==> config.mk <==
export PLATFORM = sky130hd
export DESIGN_NAME = uart_pic_loader
export DESIGN_NICKNAME = d
export VERILOG_FILES = /design/src/rtl/pic_pkg.sv /design/src/rtl/uart_rx_core.sv /design/src/rtl/uart_pic_loader.sv
export SDC_FILE = /design/constraint.sdc
export NUM_CORES = 1
export LEC_CHECK = 0
export ABC_AREA = 0
export BUFFER_PORTS_ARGS = -buffer_cell sky130_fd_sc_hd__buf_2
export CAP_MARGIN = 20
export CORE_ASPECT_RATIO = 0.75
export CORE_MARGIN = 4
export CORE_UTILIZATION = 35
export CTS_CLUSTER_DIAMETER = 50
export DETAILED_ROUTE_END_ITERATION = 8
export PLACE_DENSITY_LB_ADDON = 0.08
export SLEW_MARGIN = 10
export SYNTH_ARGS = -nofsm -noshare
export SYNTH_HDL_FRONTEND = slang
export SYNTH_SLANG_ARGS = --single-unit
==> constraint.sdc <==
create_clock -name sys_clk -period 2.3 [get_ports sys_clk]
set_clock_uncertainty 0.15 [all_clocks]
set_input_delay 0.345 -clock sys_clk [delete_from_list [all_inputs] [get_ports sys_clk]]
set_output_delay 0.345 -clock sys_clk [all_outputs]
set_load 0.03 [all_outputs]
==> src/rtl/pic_pkg.sv <==
// Shared definitions for the LCD picture path: panel geometry, RGB565 colours
// and the UART receiver state encoding.
package pic_pkg;

    localparam int unsigned LCD_WIDTH   = 240;
    localparam int unsigned LCD_HEIGHT  = 320;
    localparam int unsigned FRAME_BYTES = LCD_WIDTH * LCD_HEIGHT * 2;

    // RGB565 colour constants
    localparam logic [15:0] RGB_BLACK   = 16'h0000;
    localparam logic [15:0] RGB_WHITE   = 16'hFFFF;
    localparam logic [15:0] RGB_RED     = 16'hF800;
    localparam logic [15:0] RGB_GREEN   = 16'h07E0;
    localparam logic [15:0] RGB_BLUE    = 16'h001F;
    localparam logic [15:0] RGB_YELLOW  = 16'hFFE0;
    localparam logic [15:0] RGB_CYAN    = 16'h07FF;
    localparam logic [15:0] RGB_MAGENTA = 16'hF81F;

    // One-hot receiver states
    typedef enum logic [3:0] {
        StIdle  = 4'b0001,
        StStart = 4'b0010,
        StData  = 4'b0100,
        StStop  = 4'b1000
    } rx_state_e;

endpackage

==> src/rtl/uart_rx_core.sv <==
// 8N1 UART receiver: rx synchronizer, start/data/stop FSM and baud/bit counters.
// rx_valid and rx_ferr are combinational one-cycle pulses in the stop-bit
// sample cycle; rx_byte holds the assembled byte.
module uart_rx_core
    import pic_pkg::*;
#(
    parameter int unsigned BIT_CYC = 434
) (
    input  logic       sys_clk,
    input  logic       sys_rst,
    input  logic       rx,
    output logic [7:0] rx_byte,
    output logic       rx_valid,
    output logic       rx_ferr
);

    localparam int unsigned HALF  = BIT_CYC / 2;
    localparam int unsigned CNT_W = $clog2(BIT_CYC);

    logic             rx_meta, rx_sync, rx_prev;
    // live_q: rx_meta holds a real line sample; armed_q: line seen high since reset
    logic             live_q, armed_q;
    rx_state_e        state_q, state_d;
    logic [CNT_W-1:0] baud_cnt_q, baud_cnt_d;
    logic [2:0]       bit_idx_q, bit_idx_d;
    logic [7:0]       shreg_q, shreg_d;

    // State, counters, synchronizer and edge-detect registers
    always_ff @(posedge sys_clk) begin
        if (sys_rst) begin
            rx_meta    <= 1'b1;
            rx_sync    <= 1'b1;
            rx_prev    <= 1'b1;
            live_q     <= 1'b0;
            armed_q    <= 1'b0;
            state_q    <= StIdle;
            baud_cnt_q <= '0;
            bit_idx_q  <= '0;
            shreg_q    <= '0;
        end else begin
            rx_meta    <= rx;
            rx_sync    <= rx_meta;
            rx_prev    <= rx_sync;
            live_q     <= 1'b1;
            // A line low at reset release must rise before a start can count
            armed_q    <= armed_q | (live_q & rx_meta);
            state_q    <= state_d;
            baud_cnt_q <= baud_cnt_d;
            bit_idx_q  <= bit_idx_d;
            shreg_q    <= shreg_d;
        end
    end

    // Next-state, counter and strobe decode
    always_comb begin
        state_d    = state_q;
        baud_cnt_d = baud_cnt_q + CNT_W'(1);
        bit_idx_d  = bit_idx_q;
        shreg_d    = shreg_q;
        rx_valid   = 1'b0;
        rx_ferr    = 1'b0;
        unique case (state_q)
            StIdle: begin
                baud_cnt_d = '0;
                if (armed_q && rx_prev && !rx_sync) begin
                    state_d = StStart;
                end
            end
            StStart: begin
                if (baud_cnt_q == CNT_W'(HALF - 1)) begin
                    baud_cnt_d = '0;
                    bit_idx_d  = '0;
                    state_d    = rx_sync ? StIdle : StData;
                end
            end
            StData: begin
                if (baud_cnt_q == CNT_W'(BIT_CYC - 1)) begin
                    baud_cnt_d         = '0;
                    shreg_d[bit_idx_q] = rx_sync;
                    bit_idx_d          = bit_idx_q + 3'd1;
                    if (bit_idx_q == 3'd7) begin
                        state_d = StStop;
                    end
                end
            end
            StStop: begin
                if (baud_cnt_q == CNT_W'(BIT_CYC - 1)) begin
                    baud_cnt_d = '0;
                    state_d    = StIdle;
                    rx_valid   = rx_sync;
                    rx_ferr    = ~rx_sync;
                end
            end
            default: begin
                state_d = StIdle;
            end
        endcase
    end

    assign rx_byte = shreg_q;

endmodule

==> src/rtl/uart_pic_loader.sv <==
// Picture loader top: forwards each received UART byte into the picture FIFO,
// flags overflow and framing errors, and tracks the frame byte position.
module uart_pic_loader #(
    parameter int unsigned CLK_FREQ    = 50_000_000,
    parameter int unsigned BAUD        = 115200,
    parameter int unsigned FRAME_BYTES = pic_pkg::FRAME_BYTES
) (
    input  logic        sys_clk,
    input  logic        sys_rst,
    input  logic        rx,
    input  logic        fifo_full,
    input  logic        frame_clr,
    output logic        fifo_wrEn,
    output logic [7:0]  fifo_wdata,
    output logic [17:0] byte_cnt,
    output logic        frame_done,
    output logic        frame_err,
    output logic        ovf
);

    localparam int unsigned BIT_CYC = CLK_FREQ / BAUD;

    logic [7:0]  rx_byte;
    logic        rx_valid, rx_ferr;
    logic        wr_d, ovf_d, done_d, last_byte;
    logic [7:0]  wdata_d;
    logic [17:0] cnt_d;

    uart_rx_core #(
        .BIT_CYC (BIT_CYC)
    ) u_core (
        .sys_clk  (sys_clk),
        .sys_rst  (sys_rst),
        .rx       (rx),
        .rx_byte  (rx_byte),
        .rx_valid (rx_valid),
        .rx_ferr  (rx_ferr)
    );

    // FIFO write / overflow / frame position next-state
    always_comb begin
        last_byte = (byte_cnt == 18'(FRAME_BYTES - 1));
        wr_d      = rx_valid & ~fifo_full;
        ovf_d     = rx_valid & fifo_full;
        wdata_d   = wr_d ? rx_byte : fifo_wdata;
        done_d    = rx_valid & last_byte;
        cnt_d     = byte_cnt;
        // Dropped bytes still advance the count so alignment follows the sender
        if (rx_valid) begin
            cnt_d = last_byte ? '0 : byte_cnt + 18'd1;
        end
        if (frame_clr) begin
            cnt_d = '0;
        end
    end

    // Registered outputs
    always_ff @(posedge sys_clk) begin
        if (sys_rst) begin
            fifo_wrEn  <= 1'b0;
            fifo_wdata <= '0;
            byte_cnt   <= '0;
            frame_done <= 1'b0;
            frame_err  <= 1'b0;
            ovf        <= 1'b0;
        end else begin
            fifo_wrEn  <= wr_d;
            fifo_wdata <= wdata_d;
            byte_cnt   <= cnt_d;
            frame_done <= done_d;
            frame_err  <= rx_ferr;
            ovf        <= ovf_d;
        end
    end

endmodule

### Word level (Yosys, flattened, before mapping)

Cells that the tools add are included.

| word-level totals | value |
|---|---|
| bits in registers | 59 |

| operators by class | value |
|---|---|
| $lt $le $gt $ge | 2 |
| bitwise gates (word level) | 9 |
| add/sub/neg operators | 3 |
| reductions and logical operators | 11 |
| muxes and demuxes | 20 |
| equality and inequality tests | 13 |

Operator list:

| kind | number |
|---|---|
| $pmux W9 S3 | 1 |
| $mux W4 | 5 |
| $add A18 B1 Y18 const B | 1 |
| $eq A18 B18 Y1 const B | 1 |
| $mux W18 | 1 |
| $mux W9 | 2 |
| $pmux W4 S4 | 1 |
| $ne A2 B1 Y1 const B | 5 |
| $add A9 B1 Y9 const B | 1 |
| $eq A9 B8 Y1 const B | 1 |
| $eq A9 B9 Y1 const B | 1 |
| $mux W3 | 3 |
| $bwmux W8 | 1 |
| $pmux W3 S2 | 1 |
| $reduce_and A5 Y1 | 1 |
| $and A1 B1 Y1 | 4 |
| $eq A4 B1 Y1 const B | 1 |
| $eq A4 B2 Y1 const B | 1 |
| $eq A4 B3 Y1 const B | 1 |
| $eq A4 B4 Y1 const B | 1 |
| $lt A3 B4 Y1 const B | 1 |
| $mux W1 | 4 |
| $not A1 Y1 | 4 |
| $reduce_or A2 Y1 | 2 |
| 11 further kinds | 13 |

### Depth between registers and ports, before layout

| logic depth | value |
|---|---|
| depth after elaboration | 5 |
| gate-level depth with buffers | 8 |

### Modules after synthesis

Synthesis repeated with hierarchy kept, for this count alone.

| second synthesis, totals | value |
|---|---|
| cells, all modules | 293 |
| area total of the unflattened synthesis | 2693.8 um2 |

By module, submodules not included:

| module | instances | area each (um2) | cells each |
|---|---|---|---|
| uart_rx_core | 1 | 1427.6 | 149 |
| uart_pic_loader | 1 | 1266.2 | 144 |

### Worst setup path after synthesis

OpenSTA, ideal clock, no wires.

| timing | value |
|---|---|
| kind | register to register |
| start point | register u_core.state_q[0] |
| end point | register byte_cnt[17] |
| setup slack | 0.002 ns |
| period minus slack after synthesis | 2.298 ns |
| path buffers | 1 |
| data arrival time | 2.082 ns |
| stages on the path, launching flop included | 6 |
| data required time | 2.084 ns |
| path through | dfxtp_1 -> or4b_4 -> or4_4 -> buf_6 -> or4_4 -> a21oi_2 |

| on the way | value |
|---|---|
| cells in the longest elaborated chain, start to end | 2 |

RTL lines:

| element | line | text |
|---|---|---|
| start, declared | uart_rx_core.sv:23 | `rx_state_e state_q, state_d;` |
| start signal, assigned | uart_rx_core.sv:36 | `state_q <= StIdle;` |
| start signal, assigned | uart_rx_core.sv:47 | `state_q <= state_d;` |
| $eq A4 B4 Y1 | uart_rx_core.sv:62 | `unique case (state_q)` |
| $mux W1 | uart_rx_core.sv:62 |  |
| end signal, assigned | uart_pic_loader.sv:69 | `byte_cnt <= cnt_d;` |
| end, declared | uart_pic_loader.sv:15 | `output logic [17:0] byte_cnt,` |

Every way passes these cells.
A chain may end at the register's enable or synchronous reset.

### Final worst setup path

Ends and elaborated chain as after synthesis.

==> results.md <==
Outcome:
- The run finished with clean final reports.

Synth:
- The number of cells produced by synthesis is about 320.
- The area share of the leading cell type in the synthesized netlist is a little over two fifths.
- Sequential cells were found to cover 41.99% of the synthesized design area.
- Counting distinct cell types in the post-synthesis netlist gives between 50 and 60.
- Sorting the synthesized cells by area gives the leading types as sky130_fd_sc_hd__dfxtp_1 (42%), sky130_fd_sc_hd__a21oi_1 (5.0%), sky130_fd_sc_hd__nand3_1 (3.9%).
- The largest total area in the synthesized netlist belongs to sky130_fd_sc_hd__dfxtp_1.
- The most frequently used cell type in the post-synthesis netlist is sky130_fd_sc_hd__dfxtp_1.
- The number of nets in the synthesized netlist is between 300 and 400.
- After synthesis, the share of flip-flops with an asynchronous set or reset is 0%.
- The total number of yosys warnings is 0.
- The mean cell area of the mapped netlist is roughly 8.9 um2.
- The netlist area before placement is approximately 2800 um2.
- Among all flip-flop cells after synthesis, the most frequent one is sky130_fd_sc_hd__dfxtp_1.
- The count of state elements after synthesis is 59.
- The commonest cells after synthesis are sky130_fd_sc_hd__dfxtp_1 (59), sky130_fd_sc_hd__a21oi_1 (28), sky130_fd_sc_hd__nand2_1 (24).
- The number of enable-type register cells in the synthesized netlist is 0.

Detailed routing:
- The total length of routed met2 wires is 2936 um.
- The number of DRC violations after detailed-routing iteration 0 is approximately 160.
- The first-pass iteration count of the detailed router is 5.
- After detailed routing, the number of vias per cell comes to about 5.3.
- For this run, design rule violations remaining after detail routing come to 0.
- The total number of vias is 2554.
- In the final routed layout, each cell accounts on average for 15.15 um.
- The top routing layer in use is met4.
- The count of nets left with antenna violations after detail routing is 0.
- The routed wire length is approximately 7300 um.
- After detailed routing, the wire length on met1 is slightly below 4000 um.
- The detailed route wirelength on metal3 is ~320 um.

Clock network:
- The largest buffer count on any clock path is 2.
- The number of setup buffers added after CTS is 0.
- The TritonCTS clock tree is done.
- The latest clock arrival within the worst-skew pair is around 0.34 ns.
- The clock sink total is between 50 and 60.
- The maximum level of the CTS H-tree is 3.
- The post-CTS clock slew at the launch and capture registers of the worst setup and hold paths is about 0.070 ns.
- In this run the clock root is driven by a sky130_fd_sc_hd__clkbuf_8.
- The number of buffers added by the clock tree synthesis step is 9.

Placement:
- Port buffering added 34 buffers.
- The placed cell count is ~470.
- The routability-driven placement congestion ratio is about 0.83.
- At the placement stage, the worst setup path has a slack of 0.01580 ns.
- The estimated wirelength of the detail-placed design is around 5200 um.

Global routing:
- The overall routing resource usage is 15.88%.
- The total overflow left after global routing is 0.
- The initial antenna violation count is 0.
- The largest net degree at the start of global routing is 18.
- The first global-routing pass estimated between 10000 and 15000 um of wire.
- The number of global-route vias before repair is approximately 2400.

Setup path:
- The startpoint-to-endpoint class of the critical path is reg -> reg.
- The maximum fanout count along the critical path is 8.
- The required time reported for the critical path endpoint is between 2 and 2.5 ns.
- Broken down by cell family, the worst path's largest delay share belongs to simple AND/OR/NAND/NOR gates.
- The most frequent cell on the critical path is sky130_fd_sc_hd__or4_4.
- For the worst setup path, the data arrival time is between 2 and 2.5 ns.
- The kind of end point of the critical path is a flop.
- Together, buffers and inverters on the worst path number 0.
- The largest incremental delay on the critical path is 0.54 ns.
- On the critical path, the stage with the largest delay is an instance of sky130_fd_sc_hd__or4_4.
- Traced cell by cell, the critical path runs through or4b_4 > or4_4 > or4_4 > a21oi_2.
- The worst setup path is launched from a flop.

Die:
- The region available for standard cell placement spans between 7000 and 8000 um2.
- The height of the die is between 80 and 90 um.
- The die is between 100 and 150 um wide.
- The initial utilization of the core area, before any placement, comes to between 30% and 40%.
- The initialized floorplan defines 28 standard-cell rows.
- During I/O placement, the number of pins put on the boundary was 35.
- The die covers between 9000 and 10000 um2.

Power and ir drop:
- The power density of the placed cells is ~670 nW/um2.
- The completed layout was analyzed and its total power is around 0.0024 W.
- The worst-case IR drop observed on VDD is between 0.3 and 0.4 mV.
- Summed over all cells, the static leakage comes to roughly 1.3 nW.

Timing:
- Setup repair after global routing could not meet its margin everywhere.
- Setup slack closes at ~0.08 ns.
- The final number of hold-violating endpoints came to 0.
- The worst relative slew slack is between 60 and 70%.
- Timing would allow up to roughly 450 MHz.
- The final cycle utilization of the critical path is 96.54%.
- The slew at the pin with the worst max-slew slack is 0.5298 ns.
- The final period demand of the worst path is ~2.2 ns.
- The final-report setup violation count is 0.
- The max-slew violation count is 0.

Finish:
- The number of diodes is 0.
- After the last flow step, the layout net total stands at around 390.
- For this run, the number of standard cells in the final layout without fillers is 484.
- Compared with the post-synthesis result, the final layout area differs by 26.16%.
- Cells with a size suffix above 1 make up approximately 27% of the layout.
- The layout filler cell count is between 800 and 900.

Worst hold path:
- The worst min-delay path class is in -> reg.

Run:
- The tool flagged a number of max-cap violations equal to 0.
[what timing repair did]
item                                    in CTS  in global routing
endpoints found under the setup margin       0                 19
hold buffers                                 0                  0
resized for setup                            0                  8
hold endpoints to repair                     0                  0
[area by class of cell]
type	count	area, um2	area share (%)
clock inverter	6	88.84	2.504
clock buffer	10	137.6	3.879
multi-input combinational	234	1582	44.57
timing repair buffer	63	400.4	11.28
inverter	7	26.28	0.7405
sequential	59	1182	33.32
tap	105	131.4	3.702
[placed cells by master, fill, tap and decap left out, types with 2 or more instances in the layout]
cell type / n
sky130_fd_sc_hd__o21ai_0: 20
sky130_fd_sc_hd__o22ai_1: 2
sky130_fd_sc_hd__a21oi_1: 28
sky130_fd_sc_hd__nor4_2: 2
sky130_fd_sc_hd__clkbuf_8: 10
sky130_fd_sc_hd__dfxtp_1: 58
sky130_fd_sc_hd__and3_1: 5
sky130_fd_sc_hd__nand2b_1: 3
sky130_fd_sc_hd__or3_1: 8
sky130_fd_sc_hd__buf_4: 28
sky130_fd_sc_hd__nand4_1: 6
sky130_fd_sc_hd__o211ai_1: 2
sky130_fd_sc_hd__a2111oi_0: 2
sky130_fd_sc_hd__or3b_2: 2
sky130_fd_sc_hd__o311ai_0: 2
sky130_fd_sc_hd__or4_4: 4
sky130_fd_sc_hd__nor4_1: 2
sky130_fd_sc_hd__nand2_1: 24
sky130_fd_sc_hd__nand3b_1: 3
sky130_fd_sc_hd__xnor2_1: 6
sky130_fd_sc_hd__nand3_1: 22
sky130_fd_sc_hd__or4b_1: 2
sky130_fd_sc_hd__nor2_1: 12
sky130_fd_sc_hd__and4_1: 4
sky130_fd_sc_hd__mux2i_1: 6
sky130_fd_sc_hd__nor2b_1: 5
sky130_fd_sc_hd__o31ai_1: 6
sky130_fd_sc_hd__nand4b_1: 3
sky130_fd_sc_hd__or2_2: 4
sky130_fd_sc_hd__or4b_2: 3
sky130_fd_sc_hd__inv_1: 6
sky130_fd_sc_hd__xor2_1: 4
sky130_fd_sc_hd__bufinv_16: 2
sky130_fd_sc_hd__ha_1: 6
sky130_fd_sc_hd__nor3_1: 12
sky130_fd_sc_hd__or4_1: 3
sky130_fd_sc_hd__nor3b_1: 3
sky130_fd_sc_hd__clkinvlp_4: 2
sky130_fd_sc_hd__buf_2: 34
sky130_fd_sc_hd__nor4b_2: 2
[where the power goes]
part           internal [W]  switching [W]
clock              0.000639       0.000433
combinational     0.0000921       0.000143
sequential          0.00104      0.0000137
[cells by family after synthesis]
| group | share of synthesized area [%] |
|---|---|
| and+or+nand+nor | 30.47 |
| AOI/OAI and AO/OA | 15.70 |
| DFF | 41.99 |
| buffers and inverters | 3.514 |
| xor gates and xnor gates | 3.114 |
| muxes | 2.536 |
| adders and majority gates | 2.669 |
[metal layers]
metal,global-route usage [%],vias to the layer above
met5,0,-
met4,6.298,0
met2,21.46,46
met1,23.01,1195
met3,5.360,10
li1,-,1303
[flip-flops by register name, summed over array words and instances (netlist names), 3 cells and up]
register,flops
byte_cnt,18
fifo_wdata,8
u_core.baud_cnt_q,9
u_core.bit_idx_q,3
u_core.rx_byte,8
u_core.state_q,4
[through the flow]
stage	util, %	cell area, um2	hold WS [ns]	setup TNS [ns]
3_3_place_gp	41.69	3272	0.2920	0
3_5_place_dp	41.69	3272	0.2880	0
2_1_floorplan	-	2813	0.2646	0
4_1_cts	44.58	3498	0.02613	0
6_report	45.22	3548	0.04358	0
5_1_grt	45.22	3548	0.01397	-0.02444
[worst paths after layout]
path,startpoint,endpoint,depth (start not counted),slack [ns]
setup / recovery,u_core.state_q[0],byte_cnt[17],4,0.08
hold / removal,rx,u_core.rx_meta,2,0.04
setup reg to reg,u_core.state_q[0],byte_cnt[17],4,0.08
hold reg to reg,u_core.rx_meta,u_core.rx_sync,1,0.31
Note: power is estimated with default switching activity, not from simulation.
